File: src/rtl/btn_debounce.sv
// -----------------------------------------------------------------------------
// btn_debounce
//
// Turns the raw board push-buttons into clean signals for the game controller.
// Each button is synchronised, debounced and reported in three ways:
//   - btn_level : the debounced level of each button.
//   - btn_press : a one-cycle pulse on each debounced rising edge.
//   - an event stream (evt_valid / evt_code / evt_ack) that reports presses
//     in fixed priority, lowest index first.
// A press that arrives while the controller is busy is held in a pending set,
// so it is not lost. A second press of a button that is already pending is
// merged into the pending entry, and evt_drop pulses to flag that.
//
// Ports
//   clk        in   core clock
//   rst        in   synchronous, active-high reset
//   btn_in     in   raw asynchronous buttons, active-high   [N_BTN]
//   btn_level  out  debounced level                         [N_BTN]
//   btn_press  out  one-cycle pulse on debounced 0->1        [N_BTN]
//   evt_valid  out  a press event is presented
//   evt_code   out  button index of the presented event     [CODE_W]
//   evt_ack    in   consumer accepts the presented event
//   evt_drop   out  one-cycle pulse when a press merges into a pending entry
//
// All outputs come straight from flops. There is no combinational path from
// any input to any output.
//
// Event register states
//   state | meaning
//   ------+----------------------------------------------------------------
//   IDLE  | no event presented; load the lowest pending index if there is one
//   HOLD  | event presented, evt_code stable; on ack, load the next pending
//         | index or return to IDLE
// -----------------------------------------------------------------------------
module btn_debounce #(
    parameter int N_BTN         = 5,
    parameter int CODE_W        = 3,
    parameter int STABLE_CYCLES = 650000,
    parameter int CNT_W         = 20
) (
    input  logic              clk,
    input  logic              rst,
    input  logic [N_BTN-1:0]  btn_in,
    output logic [N_BTN-1:0]  btn_level,
    output logic [N_BTN-1:0]  btn_press,
    output logic              evt_valid,
    output logic [CODE_W-1:0] evt_code,
    input  logic              evt_ack,
    output logic              evt_drop
);

    typedef enum logic {
        IDLE = 1'b0,
        HOLD = 1'b1
    } evt_state_e;

    localparam logic [CNT_W-1:0] CNT_TC = CNT_W'(STABLE_CYCLES - 1);

    // Synchroniser and debouncer state
    logic [N_BTN-1:0]  s1_q;
    logic [N_BTN-1:0]  s2_q;
    logic [CNT_W-1:0]  cnt_q [N_BTN];
    logic [CNT_W-1:0]  cnt_d [N_BTN];
    logic [N_BTN-1:0]  level_q;
    logic [N_BTN-1:0]  level_d;
    logic [N_BTN-1:0]  press_q;
    logic [N_BTN-1:0]  press_d;

    // Pending set and event register
    logic [N_BTN-1:0]  pend_q;
    logic [N_BTN-1:0]  pend_d;
    logic              drop_q;
    logic              drop_d;
    evt_state_e        state_q;
    logic              evt_valid_q;
    logic [CODE_W-1:0] evt_code_q;

    logic              pend_any;
    logic [N_BTN-1:0]  low_mask;
    logic [CODE_W-1:0] low_idx;
    logic              load_en;
    logic [N_BTN-1:0]  load_clr;

    // -------------------------------------------------------------------------
    // Stability counters. A counter only runs while the synchronised input
    // differs from the current level; any return to the level clears it, so
    // the level flips only after STABLE_CYCLES consecutive differing samples.
    // -------------------------------------------------------------------------
    always_comb begin
        level_d = level_q;
        for (int i = 0; i < N_BTN; i++) begin
            cnt_d[i] = '0;
            if (s2_q[i] != level_q[i]) begin
                if (cnt_q[i] == CNT_TC) begin
                    level_d[i] = s2_q[i];
                end else begin
                    cnt_d[i] = cnt_q[i] + 1'b1;
                end
            end
        end
        // The pulse is taken from the next level so that it lands on the same
        // edge as the level change, not one cycle later.
        press_d = level_d & ~level_q;
    end

    always_ff @(posedge clk) begin
        if (rst) begin
            s1_q    <= '0;
            s2_q    <= '0;
            level_q <= '0;
            press_q <= '0;
            for (int i = 0; i < N_BTN; i++) begin
                cnt_q[i] <= '0;
            end
        end else begin
            s1_q    <= btn_in;
            s2_q    <= s1_q;
            level_q <= level_d;
            press_q <= press_d;
            for (int i = 0; i < N_BTN; i++) begin
                cnt_q[i] <= cnt_d[i];
            end
        end
    end

    // -------------------------------------------------------------------------
    // Fixed-priority pick of the lowest pending button.
    // -------------------------------------------------------------------------
    always_comb begin
        low_mask = '0;
        low_idx  = '0;
        for (int i = N_BTN - 1; i >= 0; i--) begin
            if (pend_q[i]) begin
                low_mask = '0;
                low_mask[i] = 1'b1;
                low_idx  = CODE_W'(i);
            end
        end
    end

    assign pend_any = |pend_q;

    // A load happens whenever something is pending and the event register is
    // free: either idle, or the current event is being accepted this edge.
    assign load_en  = pend_any && ((state_q == IDLE) || evt_ack);
    assign load_clr = load_en ? low_mask : '0;

    // The clear is applied before the set, so a press on the bit being loaded
    // in the same edge keeps the bit pending. A press on a bit that stays
    // pending merges into it and is flagged on evt_drop.
    always_comb begin
        pend_d = (pend_q & ~load_clr) | press_d;
        drop_d = |(press_d & pend_q & ~load_clr);
    end

    always_ff @(posedge clk) begin
        if (rst) begin
            pend_q <= '0;
            drop_q <= 1'b0;
        end else begin
            pend_q <= pend_d;
            drop_q <= drop_d;
        end
    end

    // -------------------------------------------------------------------------
    // Event register
    // -------------------------------------------------------------------------
    always_ff @(posedge clk) begin
        if (rst) begin
            state_q     <= IDLE;
            evt_valid_q <= 1'b0;
            evt_code_q  <= '0;
        end else begin
            case (state_q)
                IDLE: begin
                    if (pend_any) begin
                        state_q     <= HOLD;
                        evt_valid_q <= 1'b1;
                        evt_code_q  <= low_idx;
                    end
                end
                HOLD: begin
                    if (evt_ack) begin
                        if (pend_any) begin
                            evt_code_q <= low_idx;
                        end else begin
                            state_q     <= IDLE;
                            evt_valid_q <= 1'b0;
                        end
                    end
                end
                default: begin
                    state_q     <= IDLE;
                    evt_valid_q <= 1'b0;
                end
            endcase
        end
    end

    assign btn_level = level_q;
    assign btn_press = press_q;
    assign evt_valid = evt_valid_q;
    assign evt_code  = evt_code_q;
    assign evt_drop  = drop_q;

endmodule
File: config.mk
export PLATFORM = sky130hd
export DESIGN_NAME = btn_debounce
export DESIGN_NICKNAME = d
export VERILOG_FILES = /design/src/rtl/btn_debounce.sv
export SDC_FILE = /design/constraint.sdc
export NUM_CORES = 1
export LEC_CHECK = 0
export CAP_MARGIN = 25
export CORE_UTILIZATION = 60
export CTS_CLUSTER_SIZE = 16
export DETAILED_ROUTE_END_ITERATION = 16
export GPL_TIMING_DRIVEN = 0
export PLACE_DENSITY = 0.85
export SKIP_CTS_REPAIR_TIMING = 1
export SLEW_MARGIN = 20
export SYNTH_ARGS = -nofsm -noshare
export SYNTH_HDL_FRONTEND = slang
export SYNTH_SLANG_ARGS = --single-unit
File: constraint.sdc
create_clock -name clk -period 2.69 [get_ports clk]
set_clock_uncertainty 0.05 [all_clocks]
set_input_delay 0.538 -clock clk [delete_from_list [all_inputs] [get_ports clk]]
set_output_delay 0.538 -clock clk [all_outputs]
set_load 0.01 [all_outputs]
==> results of run 1 <==
==> worst max-delay path, cell delays in order (launching register included) <==
cell,delay [ps]
dfxtp_1,290
buf_2,150
or4_4,520
nor4_1,570
a221o_2,300
buf_6,140
a21oi_1,50
==> flip-flops by register name, summed over array words and instances (netlist names) <==
signal,cells
evt_code,3
evt_valid,1
evt_drop,1
cnt_q,100
btn_level,5
pend_q,5
s1_q,5
s2_q,5
btn_press,5
state_q,1
==> layer usage <==
metal	vias to the layer above	global-route usage (%)	routed length, um
li1	2441	-	-
met1	2340	32.5	5560
met2	117	44.7	6290
met3	24	5.99	529
met4	0	11.4	218
met5	-	0	0
==> power by group <==
group / switching (mW) / total, mW / internal [mW] / leakage, nW
clock: 0.856 / 2.53 / 1.67 / 0.309
sequential: 0.00545 / 1.96 / 1.95 / 1.06
combinational: 0.0317 / 0.0558 / 0.0241 / 0.718
total: 0.893 / 4.54 / 3.65 / 2.08
==> worst min path at each step <==
stage | startpoint | end | slack [ps]
3_5_place_dp | s1_q[2]$_SDFF_PP0_ | s2_q[2]$_SDFF_PP0_ | 380
6_report | s1_q[2]$_SDFF_PP0_ | s2_q[2]$_SDFF_PP0_ | 390
5_1_grt | s1_q[2]$_SDFF_PP0_ | s2_q[2]$_SDFF_PP0_ | 410
3_3_place_gp | cnt_q[0][0]$_SDFF_PP0_ | cnt_q[0][0]$_SDFF_PP0_ | 370
4_1_cts | s1_q[2]$_SDFF_PP0_ | s2_q[2]$_SDFF_PP0_ | 390
2_1_floorplan | cnt_q[0][40]$_SDFF_PP0_ | cnt_q[0][40]$_SDFF_PP0_ | 360
==> cell type report <==
type | instances | area, um2
buffer | 25 | 141
clock buffer | 20 | 455
clock inverter | 12 | 203
fill | 680 | 2480
inverter | 19 | 71.3
multi-input combinational | 472 | 2940
sequential | 131 | 2620
tap | 129 | 161
timing repair buffer | 21 | 210
==> kinds of logic after synthesis <==
kind of cell	after synthesis
simple gates	302
flops	131
compound gates	103
xor+xnor	60
buf+inv	44
fa+ha+maj	5
mux	2
==> synthesized netlist by cell type (13+ instances only) <==
cell type,instances
a21oi_1,45
clkbuf_1,15
dfxtp_1,131
inv_1,19
nand2_1,25
nand3_1,41
nand4_1,28
nor2_1,81
nor2b_1,13
o21ai_0,17
o31ai_1,21
or3_1,13
or4_1,28
xnor2_1,28
xor2_1,32
==> stage by stage <==
stage                     hold WS, ps  worst slack, ps  total power [mW]  area, um2  std cells
after global routing              406              342              4.66       6810        829
after CTS                         394              461              4.56       6810        829
after floorplan                   361              787              2.03       5780        647
after global placement            375              428              2.05       6150        797
after detailed placement          380              435              2.05       6150        797
final                             391              486              4.54       6810        829
==> results.toml, run 1 <==
[sta]
period_needed_ps = 2200
tns_ps = 0
fmax_mhz = 454
setup_viol = 0
hold_viol = 0
fin_crit_sh_pct = 81.9
max_slew_margin_pct = 51.1
rsz0062_at_grt = "no"
drv_slew = 0
worst_slew_pin_slew_ps = 727

[logic_synthesis]
ys.flop_type = "dfxtp_1"
synth.distinct_cells = 51
synth_compound_area_share_pct = 11.0
synthXorXnorAreaFrac_pct = 9.09
synth_mux_area_share_pct = 0.346
yosysTopAreaCell = "dfxtp_1"
syn_inst = 647
ys_seq_area_share_pct = 45.4
synth_area_leaders = "dfxtp_1 45%, nor2_1 5.3%, xor2_1 4.9%, xnor2_1 4.2%, a21oi_1 3.9%"
synth_top_area_share_pct = 45.4
synth_top_family_by_area = "simple AND/OR/NAND/NOR gates"
yosys.area_share.simple_pct = 29.4
ys_async_sr_fraction_pct = 0
ys_ff_latch = 131
yosysWarnings = 0
postSynthAreaPerCell_um2 = 8.93
synth-edff-count = 0
synthAdderAreaFrac_pct = 1.08
synth_area_um2 = 5780
synth_nets = 660

[floorplan]
rows = 35
die_y_um = 100
io_pins = 23
dieArea_um2 = 10000
start_util_pct = 62.2
die_width_um = 100
core-area_um2 = 9280

[place]
numPortBuffers = 21
hpwl_mm = 8.42
finalWeightedCongestion = 0.864

[pwr]
power.density_nw_per_um2 = 667
ir_drop_mv = 0.355
leakagePower_nw = 2.08

[final_layout]
drive_gt1_share_pct = 7.86
layout_commonest_cell = "dfxtp_1"
finalNetCount = 700
num_antenna_cells = 0
fin_util_pct = 73.3
syn_to_final_growth_pct = 17.8
layout_common_cells = "131 x dfxtp_1, 81 x nor2_1, 45 x a21oi_1"

[clock_network]
clock_path_buffers = 2
clkSlewWorstSetupHoldPaths_ps = 60
cts_buffers = 17
cts_tree = "done"
cts_num_sinks = 131
root_buffer = "clkbuf_8"
insertion_delay_ps = 520
htreeDepth = 4

[setup_path]
reg2reg_setup_slack_ps = 490
r2r_end = "cnt_q[0][57]$_SDFF_PP0_"
worstSetupStartpoint = "cnt_q[0][47]$_SDFF_PP0_"
path_max_fanout = 10
reg2reg_from = "cnt_q[0][47]$_SDFF_PP0_"
critPathCapture = "cnt_q[0][57]$_SDFF_PP0_"
r2r.worst_path.cells = 6
worstSetupEndpointType = "flip-flop"
required_ps = 3040
worstPathArrival_ps = 2550
critical_path_class = "flip-flop to flip-flop"
startpoint_type = "flip-flop"

[detailed_routing]
drtPass1Iterations = 4
drt_wl_total_mm = 12.6
antenna_left = 0
wire_per_inst_um = 15.2
drt-initial-drc-count = 225
num_vias = 4922
viasPerCell = 5.94
drc = 0

[global_routing]
grt-ovfl-total = 0
antenna_found_initial = 0
grt_max_degree = 17
grt_pass1_vias = 4801
grt_pass1_wl_mm = 21.2
grtUsageTotal_pct = 26.5

[outcome]
status = "finished clean"

[min_path]
holdPathStages = 1
min_path_type = "flip-flop to flip-flop"

[job]
maxCapViolations = 0
(Power assumes the default switching activity.)
==> run 2: changes to the inputs <==
--- a/config.mk
+++ b/config.mk
@@ -6,11 +6,11 @@
 export NUM_CORES = 1
 export LEC_CHECK = 0
 export CAP_MARGIN = 25
-export CORE_UTILIZATION = 60
+export CORE_UTILIZATION = 55
 export CTS_CLUSTER_SIZE = 16
 export DETAILED_ROUTE_END_ITERATION = 16
 export GPL_TIMING_DRIVEN = 0
-export PLACE_DENSITY = 0.85
+export PLACE_DENSITY = 0.82
 export SKIP_CTS_REPAIR_TIMING = 1
 export SLEW_MARGIN = 20
 export SYNTH_ARGS = -nofsm -noshare
==> constraint.sdc (replaced) <==
create_clock -name clk -period 1.9 [get_ports clk]
set_clock_uncertainty 0.05 [all_clocks]
set_input_delay 0.38 -clock clk [delete_from_list [all_inputs] [get_ports clk]]
set_output_delay 0.38 -clock clk [all_outputs]
set_load 0.01 [all_outputs]
==> run 2 against run 1 <==
Net effect:
- final area is 5.8% higher
- routed wire length is 10% higher
- the flow now finishes with violations (setup timing)
- cell count is 2.5% higher
- first-iteration DRC count is 63% higher
==> results.toml, run 2 (same netlist as run 1, synthesis figures left out) <==
[outcome]
status = "finished, violations left"
violations = "setup timing"

[global_routing]
grt_use_met1_pct = 28.6
gr-usage-met3_pct = 6.14
grt_pass1_wl_mm = 20.6
grt-ovfl-total = 0
grt.busiest_layer = "met2"
grtUsageTotal_pct = 23.1
grt_pass1_vias = 4667
grt_max_degree = 17
antenna_found_initial = 0
use_met2_pct = 38.6

[clock_network]
cts_buffers = 17
cts_tree = "done"
htreeDepth = 4
clock_path_buffers = 2
insertion_delay_ps = 520
root_buffer = "clkbuf_8"
cts_num_sinks = 131
clkSlewWorstSetupHoldPaths_ps = 60

[pwr]
power.density_nw_per_um2 = 820
power_frac_seq_pct = 46.8
power_mw = 5.91
switching_share_pct = 20.2
p_int_mw = 4.71
pwr-share-clk_pct = 51.5
ir_drop_mv = 0.434
p_sw_mw = 1.19
p_comb_share_pct = 1.6
leakagePower_nw = 2.28

[detailed_routing]
wire_per_inst_um = 16.4
drt_wl_total_mm = 13.9
num_vias = 5120
drt-initial-drc-count = 366
drc = 0
antenna_left = 0
viasPerCell = 6.02
drtPass1Iterations = 5

[floorplan]
die_y_um = 104
io_pins = 23
start_util_pct = 56.5
rows = 37
die_width_um = 104
core-area_um2 = 10200
dieArea_um2 = 10900

[setup_path]
required_ps = 2250
critical_path_class = "flip-flop to flip-flop"
cpMaxStageDelayCell = "or4_4"
worstPathArrival_ps = 2390
startpoint_type = "flip-flop"
crit_chain = "or4bb_1 -> or4_4 -> o21ai_4 -> buf_6 -> nor2_1"
r2r.worst_path.cells = 5
worstSetupEndpointType = "flip-flop"
critical-path-max-stage-delay_ps = 560
path_max_fanout = 10

[sta]
tns_ps = -6090
fmax_mhz = 490
hold_viol = 0
timing.final.ws_setup_ps = -141
setup_viol = 60
max_slew_margin_pct = 52.9
fin_crit_sh_pct = 107
period_needed_ps = 2040
rsz0062_at_grt = "yes"
worst_slew_pin_slew_ps = 700
drv_slew = 0

[final_layout]
num_antenna_cells = 0
regArea_um2 = 2660
instances_no_fill = 850
finalNetCount = 716
drive_gt1_share_pct = 20.6
multiInputGateArea_um2 = 3220
layout_common_cells = "109 x dfxtp_1, 63 x nor2_1, 41 x a21oi_1"
n_fill_cell = 706
layout_commonest_cell = "dfxtp_1"
syn_to_final_growth_pct = 24.7
largest-register = "cnt_q"
largest_register_ffs = 100

[place]
place_inst = 804
hpwl_mm = 8.33
numPortBuffers = 21
finalWeightedCongestion = 0.880

[min_path]
holdPathStages = 2
min_path_type = "primary input to flip-flop"

[job]
maxCapViolations = 0
run 2: cell types whose count changed in the layout (fill, tap and decap cells not counted), sizes merged:
cell and change:
buf +22, clkdlybuf4s50 -4, clkinvlp -4, dlymetal6s2s +4, bufinv -3, clkbuf -2
clkinv +1
run 2: critical path, delay by kind of cell, from the launching register on:
kind | cells | cell delay, ps
buffers and inverters | 1 | 160
AOI/OAI and AO/OA | 1 | 210
and+or+nand+nor | 3 | 1140
DFF | 1 | 360
run 2: per-layer routing:
metal,part of all wire (%),wire length (um),up-vias
li1,-,-,2465
met1,43,6050,2460
met2,50,6980,161
met3,4.3,599,34
met4,2.1,286,0
met5,0,0,-
run 2: area by class of cell:
| type | instances | area share [%] |
|---|---|---|
| Timing Repair Buffer | 44 | 5.83 |
| Buffer | 18 | 1.68 |
| Clock inverter | 6 | 1.11 |
| Inverter | 19 | 0.990 |
| Clock buffer | 24 | 6.39 |
| Multi-Input combinational cell | 472 | 44.7 |
| Sequential cell | 131 | 36.9 |
| Tap cell | 136 | 2.36 |
run 2: metrics by stage:
stage	util [%]	setup WS [ps]	hold slack [ps]	cell area, um2
6_report	70.4	-141	328	7210
4_1_cts	65.5	-322	331	6700
3_3_place_gp	60.2	-244	373	6160
2_1_floorplan	-	-1.04	361	5780
3_5_place_dp	60.2	-310	387	6160
5_1_grt	70.4	-188	343	7210
run 2: path summary, 6_finish.rpt:
path,slack (ps),end,startpoint
max,-140,cnt_q[0][66]$_SDFF_PP0_,cnt_q[0][73]$_SDFF_PP0_
min reg2reg,380,cnt_q[0][80]$_SDFF_PP0_,cnt_q[0][80]$_SDFF_PP0_
max reg2reg,-140,cnt_q[0][66]$_SDFF_PP0_,cnt_q[0][73]$_SDFF_PP0_
min,330,btn_press[3]$_SDFF_PP0_,rst
run 2: power groups by stage:
stage	Sequential, mW	Combinational, mW	Clock (mW)
detailed placement	2.83	0.0770	0
CTS	2.77	0.0776	3.06
floorplan	2.83	0.0495	0
finish	2.77	0.0965	3.04
global route	2.77	0.104	3.20
global placement	2.83	0.0751	0
==> run 3: changes to the inputs <==
--- a/config.mk
+++ b/config.mk
@@ -6,11 +6,13 @@
 export NUM_CORES = 1
 export LEC_CHECK = 0
 export CAP_MARGIN = 25
-export CORE_UTILIZATION = 55
+export CELL_PAD_IN_SITES_DETAIL_PLACEMENT = 1
+export CELL_PAD_IN_SITES_GLOBAL_PLACEMENT = 1
+export CORE_UTILIZATION = 42
 export CTS_CLUSTER_SIZE = 16
 export DETAILED_ROUTE_END_ITERATION = 16
 export GPL_TIMING_DRIVEN = 0
-export PLACE_DENSITY = 0.82
+export PLACE_DENSITY = 0.81
 export SKIP_CTS_REPAIR_TIMING = 1
 export SLEW_MARGIN = 20
 export SYNTH_ARGS = -nofsm -noshare
==> run 3 against run 2 <==
Net effect:
- the run still ends with setup timing left
- global-route usage is 1.1 points lower
- routed wire length grew 25%
- non-clock buffer count is 11 higher
- cell count increased by 6.2%
==> results.toml, run 3 (same netlist as run 1, synthesis figures left out) <==
[setup_path]
worstSetupStartpoint = "cnt_q[0][67]$_SDFF_PP0_"
crit_chain = "or4bb_1 -> or4_4 -> o21ai_4 -> buf_6 -> nor2_1"
critical-path-max-stage-delay_ps = 560
path_max_fanout = 5
startpoint_type = "flip-flop"
required_ps = 2160
worstSetupEndpointType = "flip-flop"
worstPathArrival_ps = 2360
critical_path_class = "flip-flop to flip-flop"
reg2reg_from = "cnt_q[0][67]$_SDFF_PP0_"
cpMaxStageDelayCell = "or4_4"

[clock_network]
cts_num_sinks = 131
clock_path_buffers = 2
insertion_delay_ps = 430
root_buffer = "clkbuf_16"
htreeDepth = 4
cts_tree = "done"
cts_buffers = 17
clkSlewWorstSetupHoldPaths_ps = 60

[sta]
setup_viol = 51
timing.final.ws_setup_ps = -196
max_slew_margin_pct = 62.6
hold_viol = 0
drv_slew = 0
tns_ps = -6170
rsz0062_at_grt = "yes"
worst_slew_pin_slew_ps = 556
fmax_mhz = 477
period_needed_ps = 2100
hold_ws_ps = 390
fin_crit_sh_pct = 110

[final_layout]
layout_commonest_cell = "dfxtp_1"
layout_common_cells = "103 x dfxtp_1, 51 x nor2_1, 37 x nand3_1"
largest_register_ffs = 100
drive_gt1_share_pct = 26.4
syn_to_final_growth_pct = 31.0
largest-register = "cnt_q"
n_fill_cell = 1510
num_antenna_cells = 0
finalNetCount = 727

[detailed_routing]
viasPerCell = 5.80
wire_per_inst_um = 19.3
drc = 0
num_vias = 5241
antenna_left = 0
drt_wl_total_mm = 17.4
drtPass1Iterations = 4
drt-initial-drc-count = 296

[floorplan]
die_width_um = 119
io_pins = 23
start_util_pct = 43.3
die_y_um = 119
core-area_um2 = 13300
dieArea_um2 = 14200
rows = 42

[min_path]
hold_start = "cnt_q[0][40]$_SDFF_PP0_"
min_path_type = "flip-flop to flip-flop"

[pwr]
leakagePower_nw = 2.30
ir_drop_mv = 0.646
power.density_nw_per_um2 = 846

[place]
hpwl_mm = 10.1
finalWeightedCongestion = 0.850
numPortBuffers = 21
dp_worst_setup_slack_ps = -287

[job]
maxCapViolations = 0

[outcome]
status = "finished, violations left"
violations = "setup timing"

[global_routing]
grt_max_degree = 17
grt_pass1_vias = 5124
grt_pass1_wl_mm = 24.7
antenna_found_initial = 0
grtUsageTotal_pct = 22.0
grt-ovfl-total = 0
-- run 3: changes by cell type in the layout (fill, tap and decap cells not counted), sizes merged --
cell           change
dlymetal6s2s       -4
clkdlybuf4s50      +4
clkinv             +1
bufinv             +2
buf                +9
clkbuf             -3
clkinvlp           +4
-- run 3: final cells by class --
type                       instances  area, um2  area share [%]
tap                              176        220            2.91
inverter                          19       71.3           0.942
sequential                       131       2670            35.3
multi-input combinational        472       3340            44.1
buffer                            18        131            1.74
clock inverter                    13        183            2.41
clock buffer                      19        453            5.99
timing repair buffer              55        497            6.56
-- run 3: metrics by stage --
step	power [mW]	util (%)	instances	area, um2
after floorplan	2.88	-	647	5780
after global placement	2.90	46.5	844	6210
after detailed placement	2.91	46.5	844	6210
after CTS	6.40	51.3	876	6850
after global routing	6.60	56.7	903	7570
final	6.40	56.7	903	7570
-- run 3: path summary, 6_finish.rpt --
path	cells after the start	slack [ps]	endpoint
max	5	-200	cnt_q[0][70]$_SDFF_PP0_
min	1	390	cnt_q[0][40]$_SDFF_PP0_
max reg2reg	5	-200	cnt_q[0][70]$_SDFF_PP0_
min reg2reg	1	390	cnt_q[0][40]$_SDFF_PP0_
-- run 3: metal layers --
metal | part of all wire (%) | vias to the layer above | GRT usage (%)
li1 | - | 2490 | -
met1 | 41 | 2607 | 25.4
met2 | 53 | 97 | 38.2
met3 | 2.6 | 47 | 4.93
met4 | 3.3 | 0 | 11.0
met5 | 0 | - | 0
-- run 3: worst max-delay path, delay by kind of cell (launching register included) --
kind	cells	cell delay, ps
AO/OA/AOI/OAI	1	270
AND/OR/NAND/NOR	3	1160
buffers and inverters	1	170
flip-flops	1	330
-- run 3: power breakdown --
group          total (mW)  internal, mW  switching (mW)  leakage, nW
registers            2.76          2.75         0.00860         1.07
logic               0.109        0.0469          0.0616        0.928
clock network        3.53          2.26            1.27        0.301
